--- src/rtl/adder_arbiter.sv ---
// Two-requester round-robin front end for a shared external ripple-carry adder.
// Optional ADDER_ARB_SUB_EN adds per-requester req_sub to compute A - B.
module adder_arbiter #(
   parameter int W      = 4,
   parameter int SETTLE = 2
) (
   input  logic             clk,
   input  logic             rst_n,
   input  logic [1:0]       req_valid,
   output logic [1:0]       req_ready,
   input  logic [2*W-1:0]   req_a,
   input  logic [2*W-1:0]   req_b,
   input  logic [1:0]       req_ci,
`ifdef ADDER_ARB_SUB_EN
   input  logic [1:0]       req_sub,
`endif
   output logic [W-1:0]     add_a,
   output logic [W-1:0]     add_b,
   output logic             add_ci,
   input  logic [W-1:0]     add_s,
   input  logic             add_co,
   output logic             rsp_valid,
   input  logic             rsp_ready,
   output logic             rsp_id,
   output logic [W-1:0]     rsp_s,
   output logic             rsp_co
);

   // state    | meaning
   // S_IDLE   | grant window, req_ready driven from req_valid and rr_ptr
   // S_SETTLE | operands held on the adder, down-counter running to zero
   // S_RESP   | result held until rsp_ready
   typedef enum logic [1:0] {S_IDLE, S_SETTLE, S_RESP} state_t;

   localparam logic [3:0] CNT_LOAD = 4'(SETTLE - 1);

   state_t         state;
   logic           rr_ptr;
   logic [3:0]     cnt;
   logic           owner;
   logic           gnt;
   logic           xfer;
   logic [W-1:0]   sel_a;
   logic [W-1:0]   sel_b;
   logic           sel_ci;
   logic [W-1:0]   nxt_b;
   logic           nxt_ci;

   always_comb begin
      req_ready = 2'b00;
      if (state == S_IDLE) begin
         case (req_valid)
            2'b01:   req_ready = 2'b01;
            2'b10:   req_ready = 2'b10;
            2'b11:   req_ready = rr_ptr ? 2'b10 : 2'b01;
            default: req_ready = 2'b00;
         endcase
      end
   end

   assign gnt    = req_ready[1];
   assign xfer   = |req_ready;
   assign sel_a  = gnt ? req_a[2*W-1:W] : req_a[W-1:0];
   assign sel_b  = gnt ? req_b[2*W-1:W] : req_b[W-1:0];
   assign sel_ci = gnt ? req_ci[1] : req_ci[0];

`ifdef ADDER_ARB_SUB_EN
   logic sel_sub;
   assign sel_sub = gnt ? req_sub[1] : req_sub[0];
   // A - B as A + ~B + 1; the requester's carry-in is irrelevant here
   assign nxt_b   = sel_sub ? ~sel_b : sel_b;
   assign nxt_ci  = sel_sub ? 1'b1 : sel_ci;
`else
   assign nxt_b   = sel_b;
   assign nxt_ci  = sel_ci;
`endif

   always_ff @(posedge clk or negedge rst_n) begin
      if (!rst_n) begin
         state     <= S_IDLE;
         rr_ptr    <= 1'b0;
         cnt       <= 4'd0;
         owner     <= 1'b0;
         add_a     <= '0;
         add_b     <= '0;
         add_ci    <= 1'b0;
         rsp_valid <= 1'b0;
         rsp_id    <= 1'b0;
         rsp_s     <= '0;
         rsp_co    <= 1'b0;
      end else begin
         case (state)
            S_IDLE: begin
               if (xfer) begin
                  add_a  <= sel_a;
                  add_b  <= nxt_b;
                  add_ci <= nxt_ci;
                  owner  <= gnt;
                  rr_ptr <= ~gnt;
                  cnt    <= CNT_LOAD;
                  state  <= S_SETTLE;
               end
            end
            S_SETTLE: begin
               if (cnt == 4'd0) begin
                  rsp_s     <= add_s;
                  rsp_co    <= add_co;
                  rsp_id    <= owner;
                  rsp_valid <= 1'b1;
                  state     <= S_RESP;
               end else begin
                  cnt <= cnt - 4'd1;
               end
            end
            S_RESP: begin
               if (rsp_ready) begin
                  rsp_valid <= 1'b0;
                  state     <= S_IDLE;
               end
            end
            default: state <= S_IDLE;
         endcase
      end
   end

endmodule

--- config.mk ---
export PLATFORM = sky130hd
export DESIGN_NAME = adder_arbiter
export DESIGN_NICKNAME = d
export VERILOG_FILES = /design/src/rtl/adder_arbiter.sv
export SDC_FILE = /design/constraint.sdc
export NUM_CORES = 1
export LEC_CHECK = 0
export BUFFER_PORTS_ARGS = -buffer_cell sky130_fd_sc_hd__buf_2
export CAP_MARGIN = 10
export CORE_ASPECT_RATIO = 1.5
export CORE_MARGIN = 3
export CORE_UTILIZATION = 42
export DETAILED_ROUTE_END_ITERATION = 6
export GPL_TIMING_DRIVEN = 1
export PLACE_DENSITY = 0.74
export RECOVER_POWER = 100
export SLEW_MARGIN = 0
export SYNTH_ARGS = -nofsm -noshare
export SYNTH_HDL_FRONTEND = slang
export SYNTH_SLANG_ARGS = --single-unit
--- constraint.sdc ---
create_clock -name clk -period 1.4 [get_ports clk]
set_input_delay 0.28 -clock clk [delete_from_list [all_inputs] [get_ports clk]]
set_output_delay 0.28 -clock clk [all_outputs]
set_load 0.03 [all_outputs]
### After elaboration in Yosys (flattened, before gate mapping)

Cells that the tools add are included.

* memory bits (writable): 0
* bits in registers: 24
* word-level logic and storage cells: 48
* memories kept: 0
* memory bits (read-only): 0
* bits in latches: 0
* output and inout port bits: 18

* divide/modulo/power cells: 0
* equality and inequality tests: 9
* bitwise logic cells: 1
* reduce and logical (&&, ||, !) cells: 10
* muxes and demuxes: 16
* order comparisons: 0
* shifts and indexed selects: 0
* multiply operators: 0
* add/sub/neg operators: 1

Operators by type and width (number)
* 2-to-1 mux 4 bit: 4
* case mux 2 bit (3 select lines): 2
* 2-to-1 mux 2 bit: 5
* AND reduction 3 bit: 3
* inequality test 2 bit (second input constant): 4
* case mux 4 bit (2 select lines): 1
* == test 2 bit (second input constant): 3
* == test 2 x 1 -> 1 bit (second input constant): 2
* logical NOT 4 bit: 1
* AND reduction 2 bit: 2
* nonzero test 2 bit: 2
* subtractor 4 x 1 -> 4 bit (second input constant): 1
* 2-to-1 mux 1 bit: 3
* logical NOT 2 bit: 1
* case mux 1 bit (2 select lines): 1
* OR reduction 2 bit: 1
* NOT 1 bit: 1

### Logic depth before layout (Yosys ltp)

* word-level depth: 6
* depth in mapped cells: 5
* gate-level depth less buffers: 5

### Worst setup path after synthesis

Ideal clock, no wire load.

* kind: register to register
* from: register state[1]
* to: register add_a[1]
* data arrival time: 1.532 ns
* stages on the path, launching flop included: 5
* path buffers: 1
* slack: -0.198 ns
* cell sequence: dfrtp_1 or2_0 clkbuf_2 a211oi_4 a221o_2

* cells in the longest elaborated chain, start to end: 4
* elaborated cells on any way between the ends: 5
* those cells by class: mux: 2; reduce/logical: 3

Ends and longest elaborated chain
* from (decl): line 37 `state_t state;`
* from (signal assigned): line 80 `state <= S_IDLE;`
* from (signal assigned): line 101 `state <= S_SETTLE;`
* from (signal assigned): line 110 `state <= S_RESP;`
* logical NOT 2 bit: line 51 `if (state == S_IDLE) begin`
* 2-to-1 mux 2 bit: line 51
* via req_ready[0]: line 10 `output logic [1:0] req_ready,`
* OR reduction 2 bit: line 62 `assign xfer = |req_ready;`
* AND reduction 2 bit (no line)
* to (signal assigned): line 95 `add_a <= sel_a;`
* to (decl): line 17 `output logic [W-1:0] add_a,`

The timed path passes the listed nets, and every way through them passes these cells.
A chain may end at the register's enable or synchronous reset.

### Final worst setup path

* from: register state[1]
* to: output req_ready[0]

* cells in the longest elaborated chain, start to end: 2

Ends and longest elaborated chain (line)
* logical NOT 2 bit: 51
* 2-to-1 mux 2 bit: 51
* to (decl): 10

No other way between the ends.

==> results by group <==
Critical path
  – RR Startpoint: rr_ptr
  – Worst R2R Path Depth: 5
  – R2R Setup Slk: -0.11 ns
  – Setup crit end: req_ready[0]
  – CP required: 1.12 ns
  – Largest fanout on the critical path: 6
  – CP endpoint kind: primary output
  – Reg2reg end: add_ci
  – Worst Setup SP: state[1]
  – Crit Path Category: flip-flop to primary output
  – Critical Path AT: approximately 1.4 ns
  – Startpoint types: flip-flop

Power and ir drop
  – Part of the power in the clock network: around an eighth
  – Pwr Density: around 2500 nW/µm²
  – Gate power share: 58.5%
  – P_int: 2.44 mW
  – Leakage: a little under 0.8 nW
  – Sw frac: approximately two fifths
  – Sequential power share: 29.6%
  – Switching pwr: 1.68 mW
  – VDD IR max: 0.00162 V

Floorplan
  – Row count: 22
  – Core Region: 2480 µm²
  – Die area: 3310 µm²
  – Die Width: 48.0 µm
  – Die span in y: 69.0 µm
  – Initial Util: 44.9%
  – Total I/O pin count: 46

Logic synthesis
  – Mapped Avg Cell Area: 12.2 µm²
  – Synth Flop Type: dfrtp_1
  – Syn. warnings: 0
  – Synth area leaders: dfrtp_1 54%, mux2_2 8.1%, a221o_2 7.1%
  – Cell Area, Synth: roughly 1100 µm²
  – Most common cell in the netlist: dfrtp_1
  – Syn Nets: 120
  – Post-synthesis register bit count: 24
  – Synth cell count leaders: 24 x dfrtp_1, 9 x a21boi_0, 8 x inv_1, 8 x mux2_2, 7 x a221o_2
  – Post-Syn Instances: between 90 and 100
  – Area share of the largest cell type after synthesis: 54.0%
  – Leading area contributor after synthesis: dfrtp_1
  – Number of enable flip-flop cells after synthesis: 0
  – Synth unique cells: 29
  – Seq/Total Area, Yosys: between 50% and 60%
  – Async set-reset flop share out of synthesis: 100%

Routing
  – Avg WL per Cell: 14.6 µm
  – Final WL: 2.63 mm
  – Iter 0 DRT Violations: 13
  – DRT Pass-1 Iters: 4
  – Post-route DRC: 0
  – Vias post-DR: 952
  – Post-route ant nets: 0
  – Vias per std cell: between 5 and 6

Clock network
  – Clock slew at reported path FFs: about 0.13 ns
  – Root buf cell: clkbuf_4
  – Cts bufs inserted: 3
  – CTS tree: built
  – H-Tree Depth: 1
  – Clk Latency, worst-skew pair: 0.30 ns
  – Clock buffer depth: 2
  – Clock sink count: 24

Timing
  – Setup Skew: 0.00347 ns
  – Worst-margin pin slew: slightly below 0.6 ns
  – TNS Setup: -1.95 ns
  – Final WS setup: -0.264 ns
  – Minimum clock period: 1.66 ns
  – RSZ-0062 raised after global routing: yes
  – Crit share post-route: 119%
  – Fmax: 0.601 GHz
  – Final hold violations: 0
  – Slew Limit Fails: 0
  – # setup viols final: 20
  – Relative slew slack: 60.7%

Cells and area
  – Post-layout nets: 186
  – Antenna cells: 0
  – Area grow syn2layout: 45.4%
  – Post-Layout Cell Count: between 150 and 200
  – Layout cells sized above 1: 53.2%

GRT
  – Global route overflow: 0
  – Tot GR Track Use: 16.9%
  – Antenna violations before repair: 0
  – Vias in the first global route: between 900 and 1000
  – Largest net degree at the start of global routing: 25
  – First-pass GRT wire length: 4.26 mm

Flow run
  – Max cap viols: 0

Worst hold path
  – Worst hold path class: primary input to flip-flop

Outcome
  – Outcome: finished with violations
  – Failing checks: negative setup slack

Place
  – Placed Cells: 168
  – Pre-CTS setup slack: -0.0798 ns
  – Port bufs: 45
  – Gpl congestion: approximately 0.84
  – DP HPWL: about 1.9 mm
## routing by layer
layer	global-route usage (%)	vias to the layer above	wire length [µm]
li1	-	465	-
met1	21.0	460	1030
met2	28.9	25	1490
met3	3.39	2	93
met4	3.59	0	18
met5	0	-	0
## worst min path at each step
stage,end,slack [ns],start,depth (start not counted)
CTS,state[1],0.16,rsp_ready,2
global route,state[1],0.14,rsp_ready,2
global placement,cnt[3],0.29,rst_n,1
floorplan,add_a[0],-0.02,rst_n,0
finish,state[1],0.15,rsp_ready,2
detailed placement,cnt[2],0.29,rst_n,1
## cell type report
cell class              instances  area, µm²
clock buffers                   3       22.5
clock inverters                 1       30.0
fillers                       216        860
inverters                       8       30.0
multi-input cells              55        520
flip-flops and latches         24        602
well taps                      24       30.0
repair buffers                 65        383
## kinds of logic (layout without fill, tap and decap cells)
| family | count (synthesis) | in the layout | synth area share [%] |
|---|---|---|---|
| flip-flops | 24 | 24 | 54.0 |
| AND/OR/NAND/NOR | 15 | 15 | 7.65 |
| buffers and inverters | 12 | 77 | 4.27 |
| multiplexers | 8 | 8 | 8.10 |
| AO/OA/AOI/OAI | 31 | 31 | 24.9 |
| adder cells (fa/ha/maj) | 1 | 1 | 1.12 |
## flip-flops by register name, summed over array words and instances (netlist names)
signal     flops
add_b          4
rsp_co         1
rr_ptr         1
add_ci         1
state          2
rsp_id         1
cnt            4
rsp_valid      1
rsp_s          4
add_a          4
owner          1
## repair_timing
action / CTS / global route
endpoints found under the setup margin: 20 / 24
setup buffers: 5 / 4
gates cloned: 0 / 0
resized for setup: 15 / 7
endpoints found under the hold margin: 24 / 0
pin swaps: 3 / 1
hold buffers: 1 / 0
## metrics by stage
stage	area (µm²)	util [%]	total power, mW	hold slack, ns
6_report	1620	65.3	4.12	0.152
5_1_grt	1620	65.3	4.39	0.135
4_1_cts	1600	64.5	4.11	0.164
3_5_place_dp	1450	58.7	3.35	0.294
3_3_place_gp	1450	58.7	3.30	0.291
2_1_floorplan	1130	-	2.64	-0.0156
## placed cells by master, fill, tap and decap left out, types with 2 or more instances in the layout
cell       count
buf_2         26
inv_1          8
mux2_2         8
buf_6          5
buf_4         15
o21ai_0        3
clkbuf_2       2
clkbuf_1      15
a221o_2        7
a2111oi_0      2
a21boi_0       9
a211o_1        2
clkbuf_4       4
dfrtp_1       23
nor2_1         2
## power groups by stage
stage                     Sequential [mW]  Clock (mW)  Combinational (mW)
after CTS                            1.21       0.501                2.40
final                                1.22       0.491                2.41
after detailed placement             1.22           0                2.13
after global routing                 1.26       0.528                2.60
after floorplan                      1.68           0               0.955
after global placement               1.20           0                2.10
## critical path: stages, from the launching register on
cell,delay (ns)
dfrtp_1,0.41
or2_4,0.29
a211oi_4,0.21
buf_6,0.17
(Power assumes the default switching activity.)
